**src/rtl/usr_seq_pkg.sv**
```systemverilog
// Shared encodings for the USR command sequencer: USR control codes,
// command opcodes and the sequencer FSM state type.
package usr_seq_pkg;

    // USR A[2:0] control codes
    localparam logic [2:0] USR_HOLD = 3'b000;
    localparam logic [2:0] USR_SHL  = 3'b001;
    localparam logic [2:0] USR_SHR  = 3'b010;
    localparam logic [2:0] USR_CLR  = 3'b011;
    localparam logic [2:0] USR_PRE  = 3'b100;
    localparam logic [2:0] USR_UP   = 3'b101;
    localparam logic [2:0] USR_DN   = 3'b110;
    localparam logic [2:0] USR_LOAD = 3'b111;

    // Host command opcodes (cmd_op)
    localparam logic [2:0] OP_NOP   = 3'd0;
    localparam logic [2:0] OP_SHL   = 3'd1;
    localparam logic [2:0] OP_SHR   = 3'd2;
    localparam logic [2:0] OP_ROTL  = 3'd3;
    localparam logic [2:0] OP_ROTR  = 3'd4;
    localparam logic [2:0] OP_CNTUP = 3'd5;
    localparam logic [2:0] OP_CNTDN = 3'd6;
    localparam logic [2:0] OP_CLEAR = 3'd7;

    typedef enum logic [1:0] {
        ST_IDLE = 2'd0,
        ST_LOAD = 2'd1,
        ST_RUN  = 2'd2,
        ST_DONE = 2'd3
    } seq_state_t;

endpackage

```
**src/rtl/usr_sequencer.sv**
```systemverilog
// Expands one host macro-command into the cycle-by-cycle USR control sequence.
// Optional macro USRSEQ_ABORT_EN adds an abort input that cuts LOAD/RUN short.
module usr_sequencer
    import usr_seq_pkg::*;
#(
    parameter int WIDTH = 6,
    parameter int CNT_W = 4
) (
    input  logic             Clk,
    input  logic             reset,
`ifdef USRSEQ_ABORT_EN
    input  logic             abort,
`endif
    // Handshake: a command transfers on a Clk edge where cmd_valid && cmd_ready;
    // cmd_ready is high only in IDLE and cmd_valid while busy is simply ignored.
    input  logic             cmd_valid,
    output logic             cmd_ready,
    input  logic [2:0]       cmd_op,
    input  logic [WIDTH-1:0] cmd_data,
    input  logic [CNT_W-1:0] cmd_cnt,
    input  logic             cmd_fill,
    input  logic [WIDTH-1:0] usr_q,
    output logic [2:0]       usr_a,
    output logic [WIDTH-1:0] usr_d,
    output logic             usr_rsi,
    output logic             usr_lsi,
    output logic             done,
    output logic [WIDTH-1:0] result
);

    seq_state_t       state;
    seq_state_t       state_next;
    logic [2:0]       op_q;
    logic [WIDTH-1:0] data_q;
    logic [CNT_W-1:0] step_q;
    logic             fill_q;
    logic [WIDTH-1:0] result_q;
    logic             accept;
    logic             abort_req;

    assign accept = cmd_valid && (state == ST_IDLE);

`ifdef USRSEQ_ABORT_EN
    assign abort_req = abort;
`else
    assign abort_req = 1'b0;
`endif

    always_ff @(posedge Clk) begin
        if (reset) begin
            state <= ST_IDLE;
        end else begin
            state <= state_next;
        end
    end

    // Command registers, step down-counter and the held result
    always_ff @(posedge Clk) begin
        if (reset) begin
            op_q     <= OP_NOP;
            data_q   <= '0;
            step_q   <= '0;
            fill_q   <= 1'b0;
            result_q <= '0;
        end else begin
            if (accept) begin
                op_q   <= cmd_op;
                data_q <= cmd_data;
                step_q <= cmd_cnt;
                fill_q <= cmd_fill;
            end else if (state == ST_RUN) begin
                step_q <= step_q - CNT_W'(1);
            end
            if (state == ST_DONE) begin
                result_q <= usr_q;
            end
        end
    end

    always_comb begin
        state_next = state;
        case (state)
            ST_IDLE: begin
                if (accept) begin
                    state_next = (cmd_op == OP_NOP) ? ST_DONE : ST_LOAD;
                end
            end
            ST_LOAD: begin
                if (abort_req || (op_q == OP_CLEAR) || (step_q == '0)) begin
                    state_next = ST_DONE;
                end else begin
                    state_next = ST_RUN;
                end
            end
            ST_RUN: begin
                // step_q never reaches 0 here; <= 1 keeps the exit robust anyway
                if (abort_req || (step_q <= CNT_W'(1))) begin
                    state_next = ST_DONE;
                end
            end
            ST_DONE: state_next = ST_IDLE;
            default: state_next = ST_IDLE;
        endcase
    end

    always_comb begin
        cmd_ready = 1'b0;
        usr_a     = USR_HOLD;
        usr_d     = '0;
        usr_rsi   = 1'b0;
        usr_lsi   = 1'b0;
        done      = 1'b0;
        result    = result_q;
        case (state)
            ST_IDLE: cmd_ready = 1'b1;
            ST_LOAD: begin
                usr_a = (op_q == OP_CLEAR) ? USR_CLR : USR_LOAD;
                usr_d = data_q;
            end
            ST_RUN: begin
                case (op_q)
                    OP_SHL: begin
                        usr_a   = USR_SHL;
                        usr_rsi = fill_q;
                    end
                    OP_SHR: begin
                        usr_a   = USR_SHR;
                        usr_lsi = fill_q;
                    end
                    OP_ROTL: begin
                        usr_a   = USR_SHL;
                        usr_rsi = usr_q[WIDTH-1];
                    end
                    OP_ROTR: begin
                        usr_a   = USR_SHR;
                        usr_lsi = usr_q[0];
                    end
                    OP_CNTUP: usr_a = USR_UP;
                    OP_CNTDN: usr_a = USR_DN;
                    default:  usr_a = USR_HOLD;
                endcase
            end
            ST_DONE: begin
                done   = 1'b1;
                result = usr_q;
            end
            default: ;
        endcase
    end

endmodule

```
**config.mk**
```make
export PLATFORM = sky130hd
export DESIGN_NAME = usr_sequencer
export DESIGN_NICKNAME = d
export VERILOG_FILES = /design/src/rtl/usr_seq_pkg.sv /design/src/rtl/usr_sequencer.sv
export SDC_FILE = /design/constraint.sdc
export NUM_CORES = 1
export LEC_CHECK = 0
export BUFFER_PORTS_ARGS = -buffer_cell sky130_fd_sc_hd__buf_4
export CAP_MARGIN = 20
export CORE_MARGIN = 10
export CORE_UTILIZATION = 48
export DETAILED_ROUTE_END_ITERATION = 10
export GPL_TIMING_DRIVEN = 1
export PLACE_DENSITY_LB_ADDON = 0.05
export SYNTH_ARGS = -nofsm -noshare
export SYNTH_HDL_FRONTEND = slang
export SYNTH_SLANG_ARGS = --single-unit
```
**constraint.sdc**
```tcl
create_clock -name Clk -period 1.85 [get_ports Clk]
set_clock_uncertainty 0.2 [all_clocks]
set_input_delay 0.185 -clock Clk [delete_from_list [all_inputs] [get_ports Clk]]
set_output_delay 0.185 -clock Clk [all_outputs]
set_load 0.1 [all_outputs]
```
==> impl_metrics.yaml, run 1 <==
status:
  status: "finished, violations left"
  violations: "negative setup slack"
floorplan:
  ioPinCount: 42
  fp.dieArea_um2: 4720
  dieHeight_um: 68.7
  die_w_um: 68.7
  coreArea_um2: 2230
  rows: 17
  start_util_pct: 50.9
placed_design:
  place_congestion: 0.841
  dp_hpwl_mm: 2.35
  dp_slack_ps: 25.1
  port_buffers: 41
  placed_cells: 201
global_route:
  overflow: 0
  grt_pass1_wl_mm: 5.96
  antenna_found_initial: 0
  grt_use_total_pct: 16.8
  grt_max_degree: 24
  grt_pass1_vias: 1226
route:
  drc: 0
  vias: 1184
  drt-initial-drc-count: 25
  routed_wirelength_mm: 3.85
  firstDrtPassIters: 4
  vias_per_cell: 5.26
  wire_per_inst_um: 17.1
  drt.antenna.violating_nets: 0
worst_setup_path:
  critPathKind: "reg -> out"
  cpMaxStageDelayCell: "dfxtp_4"
  critPathBufInv: 3
  required_ps: 1460
  worst_setup_path_start_kind: "flip-flop"
  r2r_slack_ps: 50
  cp_max_fo: 4
  critPathArrivalTime_ps: 1550
  path_cells: "inv_4 > buf_6 > ha_4 > a21boi_4 > buf_12"
  critPathTopFamily: "flip-flops"
  worst_setup_path_end_kind: "output pin"
  slowest_delay_ps: 390
yosys:
  muxShareOfSynthArea_pct: 7.70
  synth_area_per_cell_um2: 8.30
  yosys.area_share.simple_pct: 23.4
  yosys_warnings: 0
  synth_edf_count: 0
  syn_nets: 167
  synth_seq_cells: 22
  netlist_instances: 137
  synth_top_flop_cell: "dfxtp_1"
  yosys.area.top_type: "dfxtp_1"
  syn_area_um2: 1140
  synthAdderAreaFrac_pct: 7.70
  synth_compound_area_share_pct: 15.4
  synth-xor-area-share_pct: 2.31
  ys_types: 29
  synth_top_area_share_pct: 38.7
  yosysSeqAreaShare_pct: 38.7
  synth_top_family_by_area: "simple AND/OR/NAND/NOR gates"
  async_reset_ff_share_pct: 0
  synthTopCellsByArea: "dfxtp_1 (39%), nand2_1 (9.2%), ha_1 (7.7%)"
clocking:
  numCtsBuffers: 3
  cts_max_path_buffers: 2
  cts.htree.levels: 1
  cts_sinks: 22
  root_buffer: "clkbuf_4"
  clk_latency_ps: 320
  clk_pin_slew_worst_paths_ps: 120
  cts_tree: "done"
finish:
  nets: 228
  final_cells: 225
  nFillCells: 100
  diodes: 0
  synthToLayoutAreaGrowth_pct: 76.1
  utilization_pct: 89.7
  drive_above_1_share_pct: 42.1
timing:
  fin_ws_ps: -82.4
  setup_viol: 9
  hold_viol: 0
  clock.fmax_ghz: 0.517
  setup-tns-final_ps: -616
  rsz0062_at_grt: "yes"
  final-max-slew-violation-count: 0
  slew_headroom_pct: 70.2
  fin_crit_sh_pct: 104
  worst_pin_slew_ps: 447
  finalCriticalPeriod_ps: 1930
power_and_ir_drop:
  ir_drop_mv: 0.797
  leakage_nw: 0.816
  powerDensity_nw_per_um2: 1250
job:
  drv_cap: 0
hold_path:
  min_path_type: "in -> reg"
flip-flops by register name, summed over array words and instances, names as in the netlist:
name,count
state,2
data_q,6
result_q,6
op_q,3
step_q,4
fill_q,1
cell type report:
class | count | area (µm²) | area share, %
Clock buffer | 4 | 36.3 | 1.81
Timing Repair Buffer | 64 | 677 | 33.8
Inverter | 6 | 25.0 | 1.25
Multi-Input combinational cell | 101 | 776 | 38.7
Tap cell | 28 | 35.0 | 1.75
Sequential cell | 22 | 454 | 22.7
per-stage QoR:
stage / power, W / hold WS (ps) / cell area [µm²]
2_1_floorplan: 0.00165 / 56.6 / 1240
3_5_place_dp: 0.00191 / 243 / 1560
5_1_grt: 0.00264 / 40.0 / 2000
4_1_cts: 0.00242 / 36.6 / 1940
6_report: 0.00251 / 46.7 / 2000
3_3_place_gp: 0.00188 / 230 / 1560
kinds of logic after synthesis:
logic type / after synthesis
simple gates: 54
mux: 8
fa+ha+maj: 7
buf+inv: 14
compound gates: 29
flops: 22
xor+xnor: 3
path summary, 6_finish.rpt:
kind         startpoint           to  cells past startpoint
min            usr_q[5]  result_q[5]                      3
max            state[0]     usr_a[1]                      5
min reg2reg   data_q[0]    data_q[0]                      2
max reg2reg   step_q[1]     state[0]                      6
synth_stat cells, types with 2 or more instances:
cell and count:
xnor2_1 2, o31ai_1 2, clkbuf_1 7, o21ai_0 2, inv_1 6, nor2b_1 8, ha_1 7, a211oi_1 4
nand2_1 28, nor3_1 2, a21oi_1 15, and2_1 7, dfxtp_1 22, nor2_1 4, o211ai_1 2, mux2i_1 2
mux2_1 5
tightest hold or removal path: stages:
cell and delay (ps):
buf_4 90, mux2_4 150, nor2b_1 110
power by group:
group | switching, W | internal (W) | leakage, nW
combinational | 0.000949 | 0.000621 | 0.612
clock | 0.000150 | 0.000121 | 0.0210
sequential | 0.000101 | 0.000570 | 0.183
routing by layer:
metal	GRT usage (%)	vias up	wire length, µm
met5	0	-	0
met4	5.53	0	57
met3	4.83	6	292
met2	32.4	36	2110
met1	16.7	562	1400
li1	-	580	-
layout by cell type (no fill, tap or decap), types with 2 or more instances in the layout:
| cell type | netlist | final |
|---|---|---|
| ha_1 | 7 | 2 |
| ha_4 | 0 | 4 |
| nor2b_1 | 8 | 7 |
| inv_2 | 0 | 3 |
| inv_1 | 6 | 2 |
| dfxtp_4 | 0 | 3 |
| clkbuf_4 | 0 | 3 |
| buf_4 | 0 | 30 |
| nor2_1 | 4 | 4 |
| dfxtp_2 | 0 | 2 |
| a21oi_1 | 15 | 14 |
| xnor2_1 | 2 | 2 |
| o31ai_1 | 2 | 2 |
| and2_1 | 7 | 7 |
| dfxtp_1 | 22 | 17 |
| a211oi_1 | 4 | 4 |
| dlygate4sd3_1 | 0 | 15 |
| mux2i_1 | 2 | 2 |
| buf_12 | 0 | 10 |
| mux2_4 | 0 | 6 |
| o211ai_1 | 2 | 2 |
| nand2_1 | 28 | 26 |
| buf_6 | 0 | 9 |
what timing repair did:
action,CTS,global route
setup buffers,2,3
endpoints found under the hold margin,15,0
endpoints found under the setup margin,17,18
resized for setup,47,13
pin swaps,1,1
hold buffers,15,0
Note: power is estimated with default switching activity, not from simulation.
==> run 2, diff against run 1 <==
Settings changed: CORE_UTILIZATION 48 to 52, PLACE_DENSITY set to 0.95, PLACE_DENSITY_LB_ADDON 0.05 to not set.
Clock period 1.85 ns to 2.31 ns, I/O delays scaled along.
==> impl_metrics.yaml, run 2 (synthesis results as in run 1) <==
floorplan:
  dieHeight_um: 66.8
  coreArea_um2: 2020
  rows: 16
  die_w_um: 66.8
  fp.dieArea_um2: 4460
  ioPinCount: 42
  start_util_pct: 56.3
clocking:
  post_cts.repair.setup_buffers: 0
  cts_max_path_buffers: 2
  root_buffer: "clkbuf_4"
  cts_tree: "done"
  cts.htree.levels: 1
  numCtsBuffers: 3
  cts_sinks: 22
  clk_latency_ps: 320
  clk_pin_slew_worst_paths_ps: 120
worst_setup_path:
  worst_setup_path_end_kind: "output pin"
  critPathArrivalTime_ps: 1760
  worst_setup_path_start_kind: "flip-flop"
  slowest_delay_ps: 390
  cp_max_fo: 9
  critPathKind: "reg -> out"
  cpMaxStageDelayCell: "dfxtp_1"
  crit_path_frequent_cell: "inv_1"
  required_ps: 1880
  critPathBufInv: 3
  critPathTopFamily: "buffers and inverters"
  path_cells: "inv_1 > ha_1 > inv_1 > a21oi_2 > buf_4"
power_and_ir_drop:
  fin_total_pwr_w: 0.00165
  leakage_nw: 0.699
  powerDensity_nw_per_um2: 1020
  ir_drop_mv: 0.652
global_route:
  grt_pass1_vias: 1174
  grt_pass1_wl_mm: 5.54
  overflow: 0
  antenna_found_initial: 1
  grt_use_total_pct: 15.9
  grt_max_degree: 24
route:
  vias: 1136
  drc: 0
  dr.max_layer_used: "met4"
  firstDrtPassIters: 4
  vias_per_cell: 5.36
  drt.antenna.violating_nets: 0
  met1_length_mm: 1.33
  wire_per_inst_um: 16.2
  dr_wl_met3_um: 336
  routed_wirelength_mm: 3.43
  drt-initial-drc-count: 36
  wl_met2_mm: 1.65
placed_design:
  place_congestion: 0.798
  dp_slack_ps: 334
  dp_hpwl_mm: 2.33
  port_buffers: 41
  placed_cells: 197
timing:
  worst_pin_slew_ps: 548
  hold_slack_ps: 2.03
  clock.fmax_ghz: 0.456
  rsz0062_at_grt: "no"
  slew_headroom_pct: 63.3
  fin_ws_ps: 118
  setup_viol: 0
  finalCriticalPeriod_ps: 2190
  hold_viol: 0
  final-max-slew-violation-count: 0
  fin_crit_sh_pct: 94.9
finish:
  drive_above_1_share_pct: 31.0
  mostFrequentLayoutCells: "buf_4 (40), nand2_1 (28), dfxtp_1 (22)"
  synthToLayoutAreaGrowth_pct: 42.2
  register_area_um2: 440
  multiInputGateArea_um2: 671
  final_cells: 212
  reg_top3: "data_q x6, result_q x6, step_q x4"
  utilization_pct: 80.0
  nFillCells: 129
  nets: 216
  layout_commonest_cell: "buf_4"
hold_path:
  min_path_type: "in -> reg"
job:
  drv_cap: 0
status:
  status: "complete, no violations"
## run 2: cell count changes in the layout (fill, tap and decap cells not counted), sizes merged
cell         change
buf              -8
dlygate4sd3      -4
clkbuf           -1
diode            +1
## run 2: power by group
group / total (W) / switching [W] / internal [W]
Sequential: 0.000512 / 0.0000661 / 0.000446
Combinational: 0.000959 / 0.000675 / 0.000285
Clock: 0.000181 / 0.000120 / 0.0000612
## run 2: worst paths after layout
| check | start | to | slack, ps | cells after the start |
|---|---|---|---|---|
| hold / removal | cmd_cnt[2] | step_q[2] | 2 | 3 |
| setup / recovery | state[1] | usr_a[2] | 120 | 5 |
| setup reg to reg | state[1] | state[0] | 430 | 5 |
| hold reg to reg | data_q[0] | data_q[0] | 260 | 2 |
## run 2: worst min-delay path: cells and delay by family
family                 cells  cell delay, ps
and+or+nand+nor            1              90
buffers and inverters      1             110
AOI/OAI and AO/OA          1              50
## run 2: final cells by class
type / count / area share, %
flip-flops and latches: 22 / 27.2
well taps: 27 / 2.09
repair buffers: 52 / 26.3
inverters: 6 / 1.39
diodes: 1 / 0.155
clock buffers: 3 / 1.39
multi-input cells: 101 / 41.5
## run 2: metrics by stage
stage,setup TNS [ps],instance area (µm²)
6_report,0,1620
2_1_floorplan,-596,1150
3_3_place_gp,0,1460
4_1_cts,0,1600
3_5_place_dp,0,1460
5_1_grt,0,1620
## run 2: what timing repair did
action / 4_1_cts / 5_1_grt
gates resized for setup: 1 / 4
hold buffers: 11 / 0
setup endpoints to repair: 1 / 2
hold endpoints to repair: 11 / 0
## run 2: routing by layer
metal  vias up  global-route usage, %
li1        558                      -
met2        42                   27.4
met5         -                      0
met3         9                   6.02
met4         0                   9.16
met1       527                   15.9
==> run 3, diff against run 2 <==
Settings changed: ABC_AREA set to 1, PLACE_DENSITY 0.95 to 0.94.
==> impl_metrics.yaml, run 3 <==
yosys:
  async_reset_ff_share_pct: 0
  synth_top_area_share_pct: 37.2
  netlist_top_cells_count: "nand2_1 (42), inv_1 (23), dfxtp_1 (22), nor2_1 (22), o21ai_0 (19)"
  yosysSeqAreaShare_pct: 37.2
  synth_top_flop_cell: "dfxtp_1"
  yosys.area.top_type: "dfxtp_1"
  ys_types: 20
  syn_area_um2: 1180
  synth_most_common_cell: "nand2_1"
  synth_area_per_cell_um2: 6.69
  synth_edf_count: 0
  synth_seq_cells: 22
  syn_nets: 207
  synthTopCellsByArea: "dfxtp_1 (37%), nand2_1 (13%), o21ai_0 (8.0%)"
  yosys_warnings: 0
  netlist_instances: 177
finish:
  nets: 258
  register_area_um2: 440
  synthToLayoutAreaGrowth_pct: 40.3
  nFillCells: 155
  layout_commonest_cell: "nand2_1"
  drive_above_1_share_pct: 25.1
  utilization_pct: 75.8
  mostFrequentLayoutCells: "nand2_1 (42), buf_4 (41), inv_1 (23)"
  diodes: 0
  multiInputGateArea_um2: 641
  design_area_um2: 1660
  reg_top3: "data_q x6, result_q x6, step_q x4"
clocking:
  root_buffer: "clkbuf_4"
  cts_max_path_buffers: 2
  clk_latency_ps: 310
  numCtsBuffers: 3
  cts_tree: "done"
  cts.htree.levels: 1
  clk_pin_slew_worst_paths_ps: 130
  cts_sinks: 22
route:
  drt-initial-drc-count: 107
  firstDrtPassIters: 4
  vias: 1300
  dr.max_layer_used: "met4"
  routed_wirelength_mm: 3.46
  drc: 0
  met1_length_mm: 1.40
  vias_per_cell: 5.10
  wire_per_inst_um: 13.5
  drt.antenna.violating_nets: 0
  dr_wl_met3_um: 182
  wl_met2_mm: 1.78
worst_setup_path:
  slowest_delay_ps: 420
  critPathArrivalTime_ps: 1780
  cp_max_fo: 10
  worst_setup_path_end_kind: "output pin"
  path_cells: "inv_1 > ha_1 > nand2_1 > a21oi_2 > buf_4"
  worst_setup_path_start_kind: "flip-flop"
  reg2reg_depth: 9
  required_ps: 1880
  cpMaxStageDelayCell: "ha_1"
  critPathKind: "reg -> out"
global_route:
  grt_pass1_vias: 1191
  overflow: 0
  grt_max_degree: 19
  grt_use_total_pct: 15.0
  grt_pass1_wl_mm: 5.41
  antenna_found_initial: 0
floorplan:
  fp.dieArea_um2: 4580
  coreArea_um2: 2190
  die_w_um: 67.7
  dieHeight_um: 67.7
  ioPinCount: 42
  rows: 17
  start_util_pct: 54.0
hold_path:
  min_path_type: "in -> reg"
  holdPathStages: 3
power_and_ir_drop:
  leakage_nw: 0.845
  ir_drop_mv: 1.00
  powerDensity_nw_per_um2: 1270
timing:
  finalCriticalPeriod_ps: 2210
  slew_headroom_pct: 73.5
  setup-tns-final_ps: 0
  final-max-slew-violation-count: 0
  clock.fmax_ghz: 0.453
  fin_crit_sh_pct: 95.6
  setup_viol: 0
  worst_pin_slew_ps: 397
  rsz0062_at_grt: "no"
  hold_viol: 0
placed_design:
  port_buffers: 41
  place_congestion: 0.797
  dp_hpwl_mm: 2.42
  placed_area_um2: 1510
job:
  drv_cap: 0
status:
  status: "complete, no violations"
run 3: logic make-up after synthesis:
logic type | synth area share, %
AND/OR/NAND/NOR | 26.3
AO/OA/AOI/OAI | 17.8
buffers and inverters | 10.6
flip-flops | 37.2
adder cells (fa/ha/maj) | 7.40
XOR/XNOR | 0.740
run 3: path summary, 6_finish.rpt:
| check | slack [ps] | startpoint | end |
|---|---|---|---|
| worst min-delay path | 1 | usr_q[5] | result_q[5] |
| worst max-delay path | 100 | state[1] | usr_a[2] |
| worst min register to register | 280 | result_q[3] | result_q[3] |
| worst max register to register | 340 | state[0] | step_q[1] |
run 3: final cells by class:
type | count | share of cell area (%)
multi-input combinational | 125 | 38.6
sequential | 22 | 26.5
timing repair buffer | 52 | 25.2
inverter | 24 | 5.43
clock buffer | 4 | 2.19
tap | 28 | 2.11
run 3: power breakdown:
group / internal [W] / total (W) / switching [W]
logic: 0.000346 / 0.00134 / 0.000998
clock network: 0.0000963 / 0.000215 / 0.000119
registers: 0.000482 / 0.000556 / 0.0000737
total: 0.000924 / 0.00211 / 0.00119
run 3: critical path, delay by kind of cell, from the launching register on:
family	cells	cell delay [ps]
compound gates	1	150
flops	1	360
simple gates	1	120
buf+inv	2	430
fa+ha+maj	1	420
run 3: metrics by stage:
step | setup WS (ps) | std cells | total power, W | hold slack [ps]
6_report | 101 | 255 | 0.00211 | 1.34
5_1_grt | 1.43 | 255 | 0.00224 | 17.5
3_3_place_gp | 502 | 240 | 0.00184 | 257
2_1_floorplan | 74.0 | 177 | 0.00162 | 194
3_5_place_dp | 420 | 240 | 0.00187 | 263
4_1_cts | 72.3 | 255 | 0.00210 | 1.59
run 3: routing by layer:
| metal | vias to the layer above | global-route usage, % |
|---|---|---|
| met1 | 601 | 16.7 |
| met5 | - | 0 |
| met2 | 30 | 25.9 |
| met4 | 0 | 6.92 |
| met3 | 10 | 3.97 |
| li1 | 659 | - |
run 3: timing repair:
action                                  in CTS  in global routing
hold endpoints to repair                    16                  0
endpoints found under the setup margin       0                  1
gates resized for setup                      0                  1
buffers inserted                             0                  0
hold buffers                                11                  0
